$ cat src/rtl/fifo_ser_pkg.sv
`default_nettype none
// +----------------------------------------------------------------------+
// | fifo_ser_pkg : shared types and helpers for fifo_word_serializer      |
// | Rev 1.0                                                               |
// +----------------------------------------------------------------------+
package fifo_ser_pkg;

  typedef enum logic {
    SER_IDLE = 1'b0,
    SER_SEND = 1'b1
  } ser_state_t;

  function automatic int beats(input int dw, input int ow);
    return dw / ow;
  endfunction

endpackage
`default_nettype wire

$ cat src/rtl/fifo_word_serializer_if.sv
`default_nettype none
// +----------------------------------------------------------------------+
// | fifo_word_serializer_if : FIFO read side plus narrow output stream    |
// | Rev 1.0                                                               |
// +----------------------------------------------------------------------+
interface fifo_word_serializer_if #(
  parameter int DATA_WIDTH = 8,
  parameter int OUT_WIDTH  = 2
);
  logic [DATA_WIDTH-1:0] fifo_head;
  logic                  fifo_empty;
  logic                  fifo_poll;
  logic [OUT_WIDTH-1:0]  out_data;
  logic                  out_valid;
  logic                  out_ready;
  logic                  out_last;
  logic                  busy;

  // serializer side
  modport master (
    input  fifo_head, fifo_empty, out_ready,
    output fifo_poll, out_data, out_valid, out_last, busy
  );

  // environment side: FIFO and downstream sink
  modport slave (
    output fifo_head, fifo_empty, out_ready,
    input  fifo_poll, out_data, out_valid, out_last, busy
  );
endinterface
`default_nettype wire

$ cat src/rtl/fifo_word_serializer.sv
`default_nettype none
// +----------------------------------------------------------------------+
// | fifo_word_serializer : pops FIFO words and emits them as narrow beats |
// | Option macro: FIFO_SER_MSB_FIRST_EN (MSB-first beat order)            |
// | Rev 1.0                                                               |
// +----------------------------------------------------------------------+
module fifo_word_serializer
  import fifo_ser_pkg::*;
#(
  parameter int DATA_WIDTH = 8,
  parameter int OUT_WIDTH  = 2
) (
  input  wire                   clk,
  input  wire                   rst,
  fifo_word_serializer_if.master bus
);

  localparam int BEATS = beats(DATA_WIDTH, OUT_WIDTH);
  localparam int CNT_W = (BEATS > 2) ? $clog2(BEATS) : 1;
  localparam logic [CNT_W-1:0] LAST_BEAT = CNT_W'(BEATS - 1);

  generate
    if ((OUT_WIDTH < 1) || (DATA_WIDTH % OUT_WIDTH != 0) || (BEATS < 2)) begin : g_bad_cfg
      $error("fifo_word_serializer: DATA_WIDTH must be a multiple of OUT_WIDTH with at least 2 beats");
    end
  endgenerate

  ser_state_t            state, state_nxt;
  logic [DATA_WIDTH-1:0] shift_reg, shift_nxt, shift_adv;
  logic [CNT_W-1:0]      beat_cnt, cnt_nxt;
  logic                  poll_req;
  logic [OUT_WIDTH-1:0]  cur_slice;

`ifdef FIFO_SER_MSB_FIRST_EN
  assign cur_slice = shift_reg[DATA_WIDTH-1 -: OUT_WIDTH];
  assign shift_adv = shift_reg << OUT_WIDTH;
`else
  assign cur_slice = shift_reg[OUT_WIDTH-1:0];
  assign shift_adv = shift_reg >> OUT_WIDTH;
`endif

  always_ff @(posedge clk) begin
    if (rst) begin
      state     <= SER_IDLE;
      shift_reg <= '0;
      beat_cnt  <= '0;
    end else begin
      state     <= state_nxt;
      shift_reg <= shift_nxt;
      beat_cnt  <= cnt_nxt;
    end
  end

  always_comb begin
    state_nxt = state;
    shift_nxt = shift_reg;
    cnt_nxt   = beat_cnt;
    poll_req  = 1'b0;
    case (state)
      SER_IDLE: begin
        if (!bus.fifo_empty) begin
          poll_req  = 1'b1;
          shift_nxt = bus.fifo_head;
          cnt_nxt   = '0;
          state_nxt = SER_SEND;
        end
      end
      SER_SEND: begin
        if (bus.out_ready) begin
          if (beat_cnt != LAST_BEAT) begin
            shift_nxt = shift_adv;
            cnt_nxt   = beat_cnt + CNT_W'(1);
          end else if (!bus.fifo_empty) begin
            // chain straight into the next word so the stream has no bubble
            poll_req  = 1'b1;
            shift_nxt = bus.fifo_head;
            cnt_nxt   = '0;
          end else begin
            shift_nxt = '0;
            cnt_nxt   = '0;
            state_nxt = SER_IDLE;
          end
        end
      end
      default: state_nxt = SER_IDLE;
    endcase
  end

  assign bus.fifo_poll = poll_req & ~rst;
  assign bus.out_valid = (state == SER_SEND);
  assign bus.busy      = (state == SER_SEND);
  assign bus.out_data  = (state == SER_SEND) ? cur_slice : '0;
  assign bus.out_last  = (state == SER_SEND) && (beat_cnt == LAST_BEAT);

endmodule
`default_nettype wire

$ cat src/flat_wrapper.sv
// flat-port wrapper written by rule: the top's interface ports become plain ports
module fifo_word_serializer_flat import fifo_ser_pkg::*;
#(
  parameter int DATA_WIDTH = 8,
  parameter int OUT_WIDTH  = 2
)
  (clk, rst, bus_fifo_head, bus_fifo_empty, bus_out_ready, bus_fifo_poll, bus_out_data, bus_out_valid, bus_out_last, bus_busy);
  fifo_word_serializer_if #(.DATA_WIDTH(DATA_WIDTH), .OUT_WIDTH(OUT_WIDTH)) bus_i ();
  input  wire clk;
  input  wire rst;
  input wire logic [$bits(bus_i.fifo_head)-1:0] bus_fifo_head;
  input wire logic [$bits(bus_i.fifo_empty)-1:0] bus_fifo_empty;
  input wire logic [$bits(bus_i.out_ready)-1:0] bus_out_ready;
  output wire logic [$bits(bus_i.fifo_poll)-1:0] bus_fifo_poll;
  output wire logic [$bits(bus_i.out_data)-1:0] bus_out_data;
  output wire logic [$bits(bus_i.out_valid)-1:0] bus_out_valid;
  output wire logic [$bits(bus_i.out_last)-1:0] bus_out_last;
  output wire logic [$bits(bus_i.busy)-1:0] bus_busy;
  assign bus_i.fifo_head = bus_fifo_head;
  assign bus_i.fifo_empty = bus_fifo_empty;
  assign bus_i.out_ready = bus_out_ready;
  assign bus_fifo_poll = bus_i.fifo_poll;
  assign bus_out_data = bus_i.out_data;
  assign bus_out_valid = bus_i.out_valid;
  assign bus_out_last = bus_i.out_last;
  assign bus_busy = bus_i.busy;
  fifo_word_serializer #(.DATA_WIDTH(DATA_WIDTH), .OUT_WIDTH(OUT_WIDTH)) u_core (.clk(clk), .rst(rst), .bus(bus_i));
endmodule
$ cat config.mk
export PLATFORM = sky130hd
export DESIGN_NAME = fifo_word_serializer_flat
export DESIGN_NICKNAME = d
export VERILOG_FILES = /design/src/rtl/fifo_ser_pkg.sv /design/src/rtl/fifo_word_serializer_if.sv /design/src/rtl/fifo_word_serializer.sv /design/src/flat_wrapper.sv
export SDC_FILE = /design/constraint.sdc
export NUM_CORES = 1
export LEC_CHECK = 0
export ABC_AREA = 1
export CORE_UTILIZATION = 30
export DETAILED_ROUTE_END_ITERATION = 12
export PLACE_DENSITY = 0.66
export SYNTH_ARGS = -nofsm -noshare
export SYNTH_HDL_FRONTEND = slang
export SYNTH_SLANG_ARGS = --single-unit
$ cat constraint.sdc
create_clock -name clk -period 1.3 [get_ports clk]
set_input_delay 0.13 -clock clk [delete_from_list [all_inputs] [get_ports clk]]
set_output_delay 0.13 -clock clk [all_outputs]
set_load 0.01 [all_outputs]
== Word-level counts from Yosys, hierarchy flattened ==
Index checks and enable logic that the tools add are counted.
Storage, ports and cells
  flip-flop bits (word level): 11
Operators by class
  muxes and demuxes: 17
  bitwise logic cells: 3
  equality and inequality tests: 4
  reductions and logical operators: 2
  add/sub/neg operators: 1
Operators with widths (count)
  $mux 8: 4
  $pmux 8 s2: 1
  $mux 2: 4
  $ne 2x2->1 const B: 3
  $mux 1: 5
  $pmux 1 s2: 2
  $pmux 2 s2: 1
  $add 2x1->2 const B: 1
  $eq 2x2->1 const B: 1
  $not 1->1: 2
  $reduce_and 2->1: 1
  $and 1x1->1: 1
  $logic_and 1x1->1: 1

== Longest topological paths before layout ==
  depth after elaboration: 5
  mapped depth: 7
  depth with buffers taken out: 6

== Worst setup path after synthesis ==
No wires, ideal clock.
  path kind: register -> register
  start: register u_core.state (netlist: u_core.bus.busy)
  end: register u_core.shift_reg[4]
  stages on the path, launching flop included: 8
  library setup time: 0.117 ns
  arrival: 1.037 ns
  path slack: 0.146 ns
  path through: dfxtp_1 > buf_6 > nand2_4 > o21ai_2 > buf_6 > nand2_1 > nor2_1 > nor2_1
On the way
  cells in the longest elaborated chain, start to end: 3
  elaborated cells between the ends (all ways): 5
Ends and longest elaborated chain
  start, declared: line fifo_word_serializer.sv:28  | ser_state_t state, state_nxt;
  start signal, assigned: line fifo_word_serializer.sv:48  | state <= state_nxt;
  $not 1->1
  $ne 2x2->1 (no line)
  $reduce_and 2->1 (no line)
  end signal, assigned: line fifo_word_serializer.sv:49  | shift_reg <= shift_nxt;
  end, declared: line fifo_word_serializer.sv:29  | logic [DATA_WIDTH-1:0] shift_reg, shift_nxt, shift_adv;
Several ways; a longest one is shown, not always the timed one.
A chain may end at the register's enable or synchronous reset.

== Worst setup path in the final report ==
  start: register u_core.beat_cnt[1]
  end: output port bus_fifo_poll
On the way
  cells in the longest elaborated chain, start to end: 5
Ends and longest elaborated chain
  start, declared: line fifo_word_serializer.sv:30  | logic [CNT_W-1:0] beat_cnt, cnt_nxt;
  start signal, assigned: line fifo_word_serializer.sv:50  | beat_cnt <= cnt_nxt;
  $ne 2x2->1: line fifo_word_serializer.sv:70  | if (beat_cnt != LAST_BEAT) begin
  $mux 1: line fifo_word_serializer.sv:70
  $mux 1: line fifo_word_serializer.sv:69  | if (bus.out_ready) begin
  $pmux 1 s2: line fifo_word_serializer.sv:59  | case (state)
  $and 1x1->1: line fifo_word_serializer.sv:89  | assign bus.fifo_poll = poll_req & ~rst;
  end, declared: line flat_wrapper.sv:14  | output wire logic [$bits(bus_i.fifo_poll)-1:0] bus_fifo_poll;
No other way between the ends.

==> results list <==
- Run status: complete, no violations
- Power per standard cell area: 889 mW/mm^2
* Overall power of the completed layout: 0.821 mW
* Hold path depth: 2
- The number of hold violations in the final report came to 0.
- For this run, design rule violations remaining after detail routing come to 0.
- The via count of the first global-routing pass came to 588.
- The Yosys step of the flow raised 0 warnings.
- After clock tree synthesis, the flow added hold-fix buffers numbering 0.
* Crit path max-delay family: flip-flops
- Post-detailed-placement cell area: 868 sq um
* Number of distinct library cell variants in the gate-level netlist after synthesis: 13
- Reg2Reg Setup Slack: 0.13 ns
* Wire length of the first global-routing pass: 2330 um
- Number of nets in the synthesized netlist: approximately 100
- For this configuration, the core starts out at a cell density of 0.332.
* Sinks on Clock Net: 11
- Final Skew: 0.00111 ns
- Of the total synthesized cell area, the portion taken by AND, OR, NAND and NOR gates is 0.275.
* Remaining max-slew budget at the tightest pin: 0.851
* Final instance count without filler cells: ~150
- The analysis attributes to cell leakage a power of 0.462 nW.
* Number of flip-flops in the largest register: 8
- Detailed-route via count: about 660
- The worst hold path begins at bus_fifo_empty.
- Number of nets in the finished design: 136
- Setup repair after global routing could not meet its margin everywhere.
- Top cells by area in the synthesized netlist: sky130_fd_sc_hd__dfxtp_1 (37%), sky130_fd_sc_hd__nor2_1 (10%), sky130_fd_sc_hd__nand2_1 (9.5%), sky130_fd_sc_hd__a21oi_1 (9.3%), sky130_fd_sc_hd__inv_1 (8.9%)
- Met2 usage: 0.247
- The routed design has 1460 um of wire.
- Post-synthesis share of cell area spent on xor and xnor gates: 0
* Ordered cell list for the critical path: ha_4 -> nand2_2 -> nand2_2 -> nand3_2 -> inv_1 -> buf_2
* Max-slew violation count: 0
* Met3 capacity usage during global routing: 0.0235
* Number of H-tree levels: 1
- In this run the worst hold path is classified as in -> reg.
- For the worst flop-to-flop path, the logic depth is 7.
- Initial antenna violation count: 0
- Max VDD drop: 479 uV
* Number of clock buffers inserted by TritonCTS: 3
- First-pass detailed-route iteration total: 4
- Largest family of logic cells by synthesized area: simple AND/OR/NAND/NOR gates
- Average wire length per cell after detail routing: 9.93 um
* Area of all placed cells without fillers: 923 sq um
- Area of the die: around 0.0022 sq mm
- Counting stages on the worst path, the most repeated cell is sky130_fd_sc_hd__nand2_2.
* Clock latency of the later-clocked register in the worst-skew pair: 0.27 ns
- The startpoint identified for the worst register-to-register timing path is u_core.beat_cnt[1]$_SDFFE_PP0P_.
- Hold is met by 0.488 ns.
* Slowest stage delay, CP: ~0.35 ns
- Worst slack, placed: -0.234 ns
* Hold path endpoint: u_core.bus.busy$_SDFF_PP0_
* Arrival time at the worst endpoint: 1.13 ns
- Average instance area after synthesis: approximately 6.6 sq um
- Routed vias/inst: around 4.5
- Setup slack after layout: 0.0427 ns
- Top cell type's share of synthesized area: 0.372
- Number of DRC markers in iteration 0: 12
- Share of the core filled with cells: 0.518
* Fraction of the mapped netlist area in adder cells: 0.0211
- GR met1 Demand/Resource: 0.184
- For this design the top-level I/O count stands at 18.
- Placement Rows: 15
- Multiplexer area fraction after synthesis: 0
* Critical path fanouts, max: 3
* Die Y-Extent: 46.4 um
- For the final routed database, the setup TNS stands at 0 ns.
* Placed Instances: 141
- In this run the horizontal extent of the chip is between 40 and 50 um.
* Root Buffer Master: sky130_fd_sc_hd__clkbuf_4
* Compound-gate portion of the synthesized area: 0.184
* Crit end category: output port
* Data required time at the worst endpoint: 1.17 ns
* Bufs and invs on worst path: 2
* Finish-stage setup viols: 0
* Standard cell core area: 0.00178 sq mm
- Port Buffers: 17
- Tot GR Track Use: 0.158
* Seq cells post-synth: 11
- Synthesized instance count: 90
- In the finished design, the share of the clock period the worst path needs comes to 0.967.
- TritonCTS built the clock tree.
- Slew at the pin with the worst max-slew slack: 0.223 ns
- Maximum number of pins on one net before global-route repair: 16
- CP Class: reg -> out
* Clock-pin transition on the worst setup and hold timing paths: around 0.070 ns
* Maximum root-to-sink buffer count: 2
- After legalization and detailed placement, the total HPWL measured ~1100 um.
* Largest area contributor in the synthesized netlist: sky130_fd_sc_hd__dfxtp_1
- The largest individual stage delay along the critical path comes from the cell sky130_fd_sc_hd__dfxtp_2.
- The cell area that synthesis handed to floorplanning was roughly 590 sq um.
- Register area share after synthesis: 0.372
* Number of max-cap violations: 0
- 0 antenna diodes ended up in the layout.
* Residual overflow from global routing: 0
- The area growth from synthesis to layout is 56.0%.
- Once detail routing completed, the nets flagged for antenna violations numbered 0.
- The worst register-to-register path ends at u_core.shift_reg[5]$_SDFFE_PP0P_.
- RD Place Congestion: 0.743
- F_max: 795 MHz
- Fraction of final layout cells with drive strength greater than 1: 0.238
* Busiest layer in global routing: met2
- The worst setup path is launched from a flip-flop.
- After layout, the minimum clock period comes to 1.26 ns.
power breakdown:
part / switching (mW) / total, mW / internal (mW)
clock: 0.120 / 0.238 / 0.119
combinational: 0.0914 / 0.200 / 0.108
sequential: 0.0165 / 0.383 / 0.366
layout by cell type (no fill, tap or decap), types with 2 or more instances in the layout:
cell / netlist / routed
sky130_fd_sc_hd__nor2_1: 16 / 16
sky130_fd_sc_hd__inv_1: 14 / 14
sky130_fd_sc_hd__buf_4: 1 / 14
sky130_fd_sc_hd__nand2_1: 15 / 13
sky130_fd_sc_hd__a21oi_1: 11 / 11
sky130_fd_sc_hd__clkdlybuf4s50_1: 0 / 11
sky130_fd_sc_hd__o21ai_0: 9 / 9
sky130_fd_sc_hd__dfxtp_1: 11 / 8
sky130_fd_sc_hd__nand3_1: 7 / 6
sky130_fd_sc_hd__clkbuf_4: 0 / 3
sky130_fd_sc_hd__dfxtp_2: 0 / 3
sky130_fd_sc_hd__nand2_2: 0 / 2
sky130_fd_sc_hd__dlygate4sd2_1: 0 / 2
sky130_fd_sc_hd__clkdlybuf4s15_1: 0 / 2
final cells by class:
type / instances / area, sq um
Inverter: 14 / 52.6
Multi-Input combinational cell: 61 / 307
Timing Repair Buffer: 32 / 283
Tap cell: 25 / 31.3
Clock buffer: 4 / 26.3
Sequential cell: 11 / 224
Fill cell: 187 / 860
worst max-delay path by stage:
stage | startpoint | to | slack, ns | cells after the start
floorplan | u_core.bus.busy$_SDFF_PP0_ | u_core.shift_reg[4]$_SDFFE_PP0P_ | 0.15 | 7
global placement | bus_out_ready | bus_fifo_poll | -0.19 | 6
detailed placement | bus_out_ready | bus_fifo_poll | -0.23 | 6
CTS | u_core.beat_cnt[1]$_SDFFE_PP0P_ | bus_fifo_poll | -0.12 | 6
global route | u_core.beat_cnt[1]$_SDFFE_PP0P_ | bus_fifo_poll | -0.02 | 6
finish | u_core.beat_cnt[1]$_SDFFE_PP0P_ | bus_fifo_poll | 0.04 | 6
synthesized netlist by cell type:
cell                       n
sky130_fd_sc_hd__a21oi_1  11
sky130_fd_sc_hd__buf_2     1
sky130_fd_sc_hd__dfxtp_1  11
sky130_fd_sc_hd__buf_6     2
sky130_fd_sc_hd__o21ai_2   1
sky130_fd_sc_hd__nand2_4   1
sky130_fd_sc_hd__nand2_1  15
sky130_fd_sc_hd__buf_4     1
sky130_fd_sc_hd__nand3_1   7
sky130_fd_sc_hd__o21ai_0   9
sky130_fd_sc_hd__ha_1      1
sky130_fd_sc_hd__nor2_1   16
sky130_fd_sc_hd__inv_1    14
per-layer routing:
metal | wire length [um] | vias up
met5 | 0 | -
met4 | 57 | 0
met3 | 71 | 4
met2 | 668 | 20
met1 | 662 | 293
li1 | - | 346
cell families (layout without fill, tap and decap cells):
logic type,count (synthesis),in the layout
buf+inv,18,50
simple gates,39,39
compound gates,21,21
flops,11,11
fa+ha+maj,1,1
repair_timing:
action,4_1_cts,5_1_grt
endpoints found under the setup margin,6,8
setup buffers,0,2
gates resized for setup,12,9
pin swaps,0,2
(Power assumes the default switching activity.)
